`config.mk`:
```
export PLATFORM = sky130hd
export DESIGN_NAME = des_decryption_iterative
export DESIGN_NICKNAME = d
export VERILOG_FILES = /design/src/rtl/des_pkg.sv /design/src/rtl/des_round_comb.sv /design/src/rtl/ip_inverse_permutation.sv /design/src/rtl/ip_permutation.sv /design/src/rtl/des_decryption_iterative.sv
export SDC_FILE = /design/constraint.sdc
export NUM_CORES = 1
export LEC_CHECK = 0
export BUFFER_PORTS_ARGS = -buffer_cell sky130_fd_sc_hd__buf_2
export CAP_MARGIN = 10
export CORE_AREA = 3 3 352 354
export CTS_CLUSTER_DIAMETER = 60
export DETAILED_ROUTE_END_ITERATION = 8
export DIE_AREA = 0 0 355 357
export SLEW_MARGIN = 15
export SYNTH_ARGS = -nofsm -noshare
export SYNTH_HDL_FRONTEND = slang
export SYNTH_SLANG_ARGS = --single-unit
```
`constraint.sdc`:
```
create_clock -name clk -period 3.9 [get_ports clk]
set_input_delay 0.195 -clock clk [delete_from_list [all_inputs] [get_ports clk]]
set_output_delay 0.195 -clock clk [all_outputs]
set_load 0.05 [all_outputs]
```
`src/rtl/des_pkg.sv`:
```
// Shared DES definitions: FSM encoding, width constants and the
// standard permutation / substitution tables (1-based DES numbering).
package des_pkg;

  localparam int BLOCK_W  = 64;
  localparam int HALF_W   = 32;
  localparam int SUBKEY_W = 48;
  localparam int KEYBUS_W = 768;
  localparam int ROUNDS   = 16;
  localparam int CNT_W    = 4;

  typedef enum logic [1:0] {
    ST_INIT  = 2'd0,
    ST_READY = 2'd1,
    ST_ROUND = 2'd2,
    ST_DONE  = 2'd3
  } state_t;

  // Initial permutation: output bit n takes input bit IP_T[n-1].
  localparam int IP_T [64] = '{
    58, 50, 42, 34, 26, 18, 10, 2,
    60, 52, 44, 36, 28, 20, 12, 4,
    62, 54, 46, 38, 30, 22, 14, 6,
    64, 56, 48, 40, 32, 24, 16, 8,
    57, 49, 41, 33, 25, 17,  9, 1,
    59, 51, 43, 35, 27, 19, 11, 3,
    61, 53, 45, 37, 29, 21, 13, 5,
    63, 55, 47, 39, 31, 23, 15, 7
  };

  localparam int IPINV_T [64] = '{
    40, 8, 48, 16, 56, 24, 64, 32,
    39, 7, 47, 15, 55, 23, 63, 31,
    38, 6, 46, 14, 54, 22, 62, 30,
    37, 5, 45, 13, 53, 21, 61, 29,
    36, 4, 44, 12, 52, 20, 60, 28,
    35, 3, 43, 11, 51, 19, 59, 27,
    34, 2, 42, 10, 50, 18, 58, 26,
    33, 1, 41,  9, 49, 17, 57, 25
  };

  localparam int E_T [48] = '{
    32,  1,  2,  3,  4,  5,
     4,  5,  6,  7,  8,  9,
     8,  9, 10, 11, 12, 13,
    12, 13, 14, 15, 16, 17,
    16, 17, 18, 19, 20, 21,
    20, 21, 22, 23, 24, 25,
    24, 25, 26, 27, 28, 29,
    28, 29, 30, 31, 32,  1
  };

  localparam int P_T [32] = '{
    16,  7, 20, 21, 29, 12, 28, 17,
     1, 15, 23, 26,  5, 18, 31, 10,
     2,  8, 24, 14, 32, 27,  3,  9,
    19, 13, 30,  6, 22, 11,  4, 25
  };

  // S-boxes, row-major: entry index = row*16 + col.
  localparam int SBOX [8][64] = '{
    '{14, 4,13, 1, 2,15,11, 8, 3,10, 6,12, 5, 9, 0, 7,
       0,15, 7, 4,14, 2,13, 1,10, 6,12,11, 9, 5, 3, 8,
       4, 1,14, 8,13, 6, 2,11,15,12, 9, 7, 3,10, 5, 0,
      15,12, 8, 2, 4, 9, 1, 7, 5,11, 3,14,10, 0, 6,13},
    '{15, 1, 8,14, 6,11, 3, 4, 9, 7, 2,13,12, 0, 5,10,
       3,13, 4, 7,15, 2, 8,14,12, 0, 1,10, 6, 9,11, 5,
       0,14, 7,11,10, 4,13, 1, 5, 8,12, 6, 9, 3, 2,15,
      13, 8,10, 1, 3,15, 4, 2,11, 6, 7,12, 0, 5,14, 9},
    '{10, 0, 9,14, 6, 3,15, 5, 1,13,12, 7,11, 4, 2, 8,
      13, 7, 0, 9, 3, 4, 6,10, 2, 8, 5,14,12,11,15, 1,
      13, 6, 4, 9, 8,15, 3, 0,11, 1, 2,12, 5,10,14, 7,
       1,10,13, 0, 6, 9, 8, 7, 4,15,14, 3,11, 5, 2,12},
    '{ 7,13,14, 3, 0, 6, 9,10, 1, 2, 8, 5,11,12, 4,15,
      13, 8,11, 5, 6,15, 0, 3, 4, 7, 2,12, 1,10,14, 9,
      10, 6, 9, 0,12,11, 7,13,15, 1, 3,14, 5, 2, 8, 4,
       3,15, 0, 6,10, 1,13, 8, 9, 4, 5,11,12, 7, 2,14},
    '{ 2,12, 4, 1, 7,10,11, 6, 8, 5, 3,15,13, 0,14, 9,
      14,11, 2,12, 4, 7,13, 1, 5, 0,15,10, 3, 9, 8, 6,
       4, 2, 1,11,10,13, 7, 8,15, 9,12, 5, 6, 3, 0,14,
      11, 8,12, 7, 1,14, 2,13, 6,15, 0, 9,10, 4, 5, 3},
    '{12, 1,10,15, 9, 2, 6, 8, 0,13, 3, 4,14, 7, 5,11,
      10,15, 4, 2, 7,12, 9, 5, 6, 1,13,14, 0,11, 3, 8,
       9,14,15, 5, 2, 8,12, 3, 7, 0, 4,10, 1,13,11, 6,
       4, 3, 2,12, 9, 5,15,10,11,14, 1, 7, 6, 0, 8,13},
    '{ 4,11, 2,14,15, 0, 8,13, 3,12, 9, 7, 5,10, 6, 1,
      13, 0,11, 7, 4, 9, 1,10,14, 3, 5,12, 2,15, 8, 6,
       1, 4,11,13,12, 3, 7,14,10,15, 6, 8, 0, 5, 9, 2,
       6,11,13, 8, 1, 4,10, 7, 9, 5, 0,15,14, 2, 3,12},
    '{13, 2, 8, 4, 6,15,11, 1,10, 9, 3,14, 5, 0,12, 7,
       1,15,13, 8,10, 3, 7, 4,12, 5, 6,11, 0,14, 9, 2,
       7,11, 4, 1, 9,12,14, 2, 0, 6,10,13,15, 3, 5, 8,
       2, 1,14, 7, 4,10, 8,13,15,12, 9, 0, 3, 5, 6,11}
  };

endpackage

```
`src/rtl/des_round_comb.sv`:
```
// One combinational Feistel round: l_next = r, r_next = l ^ f(r, subkey).
// Ports: l, r halves in; subkey 48b; l_next, r_next halves out.
module des_round_comb
  import des_pkg::*;
(
  input  logic [HALF_W-1:0]   l,
  input  logic [HALF_W-1:0]   r,
  input  logic [SUBKEY_W-1:0] subkey,
  output logic [HALF_W-1:0]   l_next,
  output logic [HALF_W-1:0]   r_next
);

  logic [SUBKEY_W-1:0] e;
  logic [SUBKEY_W-1:0] x;
  logic [HALF_W-1:0]   s;
  logic [HALF_W-1:0]   f;

  for (genvar i = 0; i < SUBKEY_W; i++) begin : g_e
    assign e[SUBKEY_W-1-i] = r[HALF_W-E_T[i]];
  end

  assign x = e ^ subkey;

  // Row is the outer bit pair (b1,b6), column the inner four bits.
  for (genvar b = 0; b < 8; b++) begin : g_s
    logic [5:0] six;
    assign six = x[SUBKEY_W-1-6*b -: 6];
    assign s[HALF_W-1-4*b -: 4] =
      4'(SBOX[b][{six[5], six[0], six[4:1]}]);
  end

  for (genvar i = 0; i < HALF_W; i++) begin : g_p
    assign f[HALF_W-1-i] = s[HALF_W-P_T[i]];
  end

  assign l_next = r;
  assign r_next = l ^ f;

endmodule

```
`src/rtl/ip_inverse_permutation.sv`:
```
// DES final permutation IP^-1 (wiring only).
// din/dout: 64-bit blocks, DES bit 1 is vector bit 63.
module ip_inverse_permutation
  import des_pkg::*;
(
  input  logic [BLOCK_W-1:0] din,
  output logic [BLOCK_W-1:0] dout
);

  for (genvar i = 0; i < BLOCK_W; i++) begin : g_bit
    assign dout[BLOCK_W-1-i] = din[BLOCK_W-IPINV_T[i]];
  end

endmodule

```
`src/rtl/ip_permutation.sv`:
```
// DES initial permutation (wiring only).
// din/dout: 64-bit blocks, DES bit 1 is vector bit 63.
module ip_permutation
  import des_pkg::*;
(
  input  logic [BLOCK_W-1:0] din,
  output logic [BLOCK_W-1:0] dout
);

  for (genvar i = 0; i < BLOCK_W; i++) begin : g_bit
    assign dout[BLOCK_W-1-i] = din[BLOCK_W-IP_T[i]];
  end

endmodule

```
`src/rtl/des_decryption_iterative.sv`:
```
// Iterative DES decryption, one round per clock, INIT/READY/ROUND/DONE.
// Ports: clk, rst (sync, high), start, pause, restart_block,
//   input_valid/input_ready + ciphertext + round_keys (K1 in the top
//   48 bits), output_valid/output_ack + result. DES bit 1 = vector MSB.
module des_decryption_iterative
  import des_pkg::*;
(
  input  logic                clk,
  input  logic                rst,
  input  logic                start,
  input  logic                pause,
  input  logic                restart_block,
  input  logic                input_valid,
  output logic                input_ready,
  input  logic [BLOCK_W-1:0]  ciphertext,
  input  logic [KEYBUS_W-1:0] round_keys,
  input  logic                output_ack,
  output logic                output_valid,
  output logic [BLOCK_W-1:0]  result
);

  state_t state;
  state_t state_n;

  logic [CNT_W-1:0]    cnt;
  logic [CNT_W-1:0]    cnt_n;
  logic [HALF_W-1:0]   l;
  logic [HALF_W-1:0]   r;
  logic [HALF_W-1:0]   l_n;
  logic [HALF_W-1:0]   r_n;
  logic [HALF_W-1:0]   rnd_l;
  logic [HALF_W-1:0]   rnd_r;
  logic [BLOCK_W-1:0]  result_n;
  logic [BLOCK_W-1:0]  ip_out;
  logic [BLOCK_W-1:0]  fp_out;
  logic [9:0]          key_base;
  logic [SUBKEY_W-1:0] subkey;
  logic                last_round;

  // Decryption walks the keys backwards: cnt 0 -> K16 (lowest 48 bits).
  assign key_base = {6'd0, cnt} * 10'd48;
  assign subkey   = round_keys[key_base +: SUBKEY_W];

  ip_permutation u_ip (
    .din  (ciphertext),
    .dout (ip_out)
  );

  des_round_comb u_round (
    .l      (l),
    .r      (r),
    .subkey (subkey),
    .l_next (rnd_l),
    .r_next (rnd_r)
  );

  // Final swap: the last round's halves enter IP^-1 as {R, L}.
  ip_inverse_permutation u_fp (
    .din  ({rnd_r, rnd_l}),
    .dout (fp_out)
  );

  assign last_round   = (cnt == CNT_W'(ROUNDS - 1));
  assign output_valid = (state == ST_DONE);
  assign input_ready  = (state == ST_READY) && !pause
                        && !restart_block && !rst;

  always_comb begin
    state_n  = state;
    cnt_n    = cnt;
    l_n      = l;
    r_n      = r;
    result_n = result;
    if (restart_block) begin
      state_n = ST_INIT;
      cnt_n   = '0;
    end else if (!pause) begin
      case (state)
        ST_INIT: begin
          if (start) state_n = ST_READY;
        end
        ST_READY: begin
          if (input_valid) begin
            l_n     = ip_out[BLOCK_W-1 -: HALF_W];
            r_n     = ip_out[HALF_W-1:0];
            cnt_n   = '0;
            state_n = ST_ROUND;
          end
        end
        ST_ROUND: begin
          l_n = rnd_l;
          r_n = rnd_r;
          if (last_round) begin
            result_n = fp_out;
            cnt_n    = '0;
            state_n  = ST_DONE;
          end else begin
            cnt_n = cnt + 4'd1;
          end
        end
        ST_DONE: begin
          if (output_ack) state_n = ST_READY;
        end
        default: state_n = ST_INIT;
      endcase
    end
  end

  always_ff @(posedge clk) begin
    if (rst) begin
      state  <= ST_INIT;
      cnt    <= '0;
      l      <= '0;
      r      <= '0;
      result <= '0;
    end else begin
      state  <= state_n;
      cnt    <= cnt_n;
      l      <= l_n;
      r      <= r_n;
      result <= result_n;
    end
  end

endmodule

```
==> flow_summary.ini <==
[grt]
overflow = 0
grt_pass1_vias = 22100
antenna_found_initial = 227
grt.total_usage_pct = 23.4
grt_pass1_wl_um = 199000
grt_start_max_net_pins = 81

[status]
violations = setup timing
status = complete, but fails checks

[cts]
ctsHoldBuffers = 0
cts-buffers-inserted = 17
cts_tree = done
cts_num_sinks = 134
clk_latency_ps = 460
cts_root_buffer = clkbuf_16
htreeDepth = 4
clkTransAtPathRegs_ps = 90
clk_path_buf_depth = 2

[critical_path]
reg2reg_depth = 16
critPathKind = register to register
start_kind = register
crit_start = cnt[1]$_SDFFE_PP0P_
reg2reg_from = cnt[1]$_SDFFE_PP0P_
worstPathRequired_ps = 4230
worst-path-max-fanout = 7
cp.arrival_ps = 4240
r2r_slack_ps = -10
worst_setup_path_end_kind = register

[sta]
rsz0062_at_grt = true
setup_slack_ps = -10.1
post-route-min-period_ps = 3910
drv_slew = 0
period_share_pct = 100
worst_pin_slew_ps = 1030
max_freq_mhz = 256
fin_skew_ps = 29.9
hold_viol = 0
slew_headroom_pct = 31.3
finalSetupViolations = 1

[final_layout]
drive_gt1_share_pct = 59.8
nNetsFinal = 4050
syn_to_final_growth_pct = 68.8
mostFrequentLayoutCells = buf_2, buf_4, mux4_2
final_core_util_pct = 24.9
fillers = 13400
final_common_cell = buf_2
final_cells = 4919

[place]
port_buffers = 904
pre_cts_ws_ps = -273
gp_congestion = 1.01
placedCellCount = 4694
dp_hpwl_um = 138000

[route]
dr.pass1.iters = 5
post_drt_via_cell_ratio = 4.78
wl_per_cell_um = 32.1
drt_iter0_markers = 2124
vias = 23500
wl_um = 158000
postRouteAntennaNets = 0
drc_errors = 0

[min_path]
hold_depth = 3
hold_class = input port to register
hp-start = ciphertext[43]

[logic_synthesis]
synth.avg_cell_area_um2 = 9.38
synthDistinctLibCells = 104
synth-seq-cells = 134
synthFlopType = dfxtp_1
yosysWarningCount = 0
syn_inst = 1909
ys_async_sr_fraction_pct = 0
ys_seq_area_share_pct = 15.0
synth_edf_count = 0
syn-num-nets = 2799
synth_area_um2 = 17900

[floorplan]
core_area_um2 = 121000
initial_utilization_pct = 14.7
std_cell_rows = 128
fp.dieW_um = 355
die_h_um = 357
num_io_pins = 905
dieArea_um2 = 127000

[power]
vdd_drop_max_v = 0.000266
p_leak_uw = 0.0122
power_density_nw_per_um2 = 186

[job]
maxCapViolCount = 0
-- metrics by stage --
| step | setup TNS, ps | instance area, µm² | total power, µW | hold slack (ps) |
|---|---|---|---|---|
| floorplan | 0 | 17900 | 2350 | 376 |
| global placement | -4330 | 27000 | 3580 | 443 |
| detailed placement | -5230 | 27000 | 3580 | 444 |
| CTS | -269 | 28100 | 5440 | 22.6 |
| global route | -862 | 30000 | 5830 | 68.5 |
| finish | -10.1 | 30200 | 5610 | 54.5 |
-- registers in the layout, indices dropped and copies added (netlist names) --
| register | count |
|---|---|
| result | 64 |
| l | 32 |
| r | 32 |
| cnt | 4 |
| state | 2 |
-- where the power goes --
group	internal, µW	switching [µW]
registers	1380	24.8
clock network	989	828
logic	1220	1170
-- timing repair --
| action | CTS | global route |
|---|---|---|
| setup buffers | 9 | 65 |
| cloned | 1 | 4 |
| pin swaps | 11 | 84 |
| setup endpoints to repair | 59 | 62 |
| gates resized for setup | 85 | 267 |
-- layout make-up --
type                            instances  area, µm²  share of cell area [%]
Timing Repair Buffer                 1420       9210                    30.5
Clock buffer                           17        425                    1.41
Inverter                               41        159                   0.526
Clock inverter                         15        204                   0.675
Sequential cell                       134       2700                    8.92
Antenna cell                          121        303                    1.00
Tap cell                             1625       2030                    6.73
Multi-Input combinational cell       1546      15200                    50.3
-- path summary, 6_finish.rpt --
path,end
setup reg to reg,r[9]$_SDFFE_PP0P_
hold / removal,r[10]$_SDFFE_PP0P_
setup / recovery,r[9]$_SDFFE_PP0P_
hold reg to reg,result[17]$_SDFFE_PP0P_
-- cells in the mapped netlist, types with 16 or more instances --
library cell  number  share of area (%)
buf_6             21                1.3
clkbuf_1          81                1.7
mux2i_1          162                9.1
nand3_1           50                1.4
xnor2_1           45                2.2
a31oi_1           33                1.2
or3_1             17               0.59
ha_1              51                3.6
dfxtp_1          134                 15
nor3_1            42                1.2
buf_4             17               0.71
mux4_2           176                 22
nand2_1          170                3.6
o211ai_1          30                1.3
a21oi_1          125                3.5
xor2_1            35                1.7
mux4_1            16                2.3
a211oi_1          55                2.3
o21ai_0           89                2.5
a22oi_1           26                1.1
buf_2             47                1.3
nor2_1           107                2.2
nand2b_1          20               0.70
and4_1            17               0.83
inv_1             36               0.75
-- cells by family (layout without fill, tap and decap cells) --
family                   after synthesis  after routing  share of synthesized area, %
AO/OA/AOI/OAI                        510            510                          19.1
AND/OR/NAND/NOR                      510            510                          14.0
multiplexers                         374            374                          34.9
buffers and inverters                229           1493                          7.31
flip-flops                           134            134                          15.0
XOR/XNOR                             101            101                          6.11
adder cells (fa/ha/maj)               51             51                          3.56
other                                  0            121                             0
-- worst max-delay path: stages (launching register included) --
cell and delay [ps]:
dfxtp_4 430, buf_12 150, buf_16 160, buf_12 130, mux4_2 500, a22oi_2 210, nand2_2 100, buf_12 140
xor2_4 210, buf_4 200, ha_1 180, inv_1 70, a2111o_1 410, a21oi_4 210, nor2_1 60, or3_1 380
a32o_1 220
-- layer usage --
layer / part of all wire, % / up-vias / wire, µm / GRT usage [%]
li1: - / 10100 / - / -
met2: 44 / 1389 / 70000 / 36.4
met1: 38 / 11500 / 59300 / 27.3
met3: 13 / 390 / 20500 / 11.7
met5: 0.56 / - / 879 / 0
met4: 4.6 / 130 / 7240 / 9.25
No activity file was read; power rests on OpenSTA's default activity.
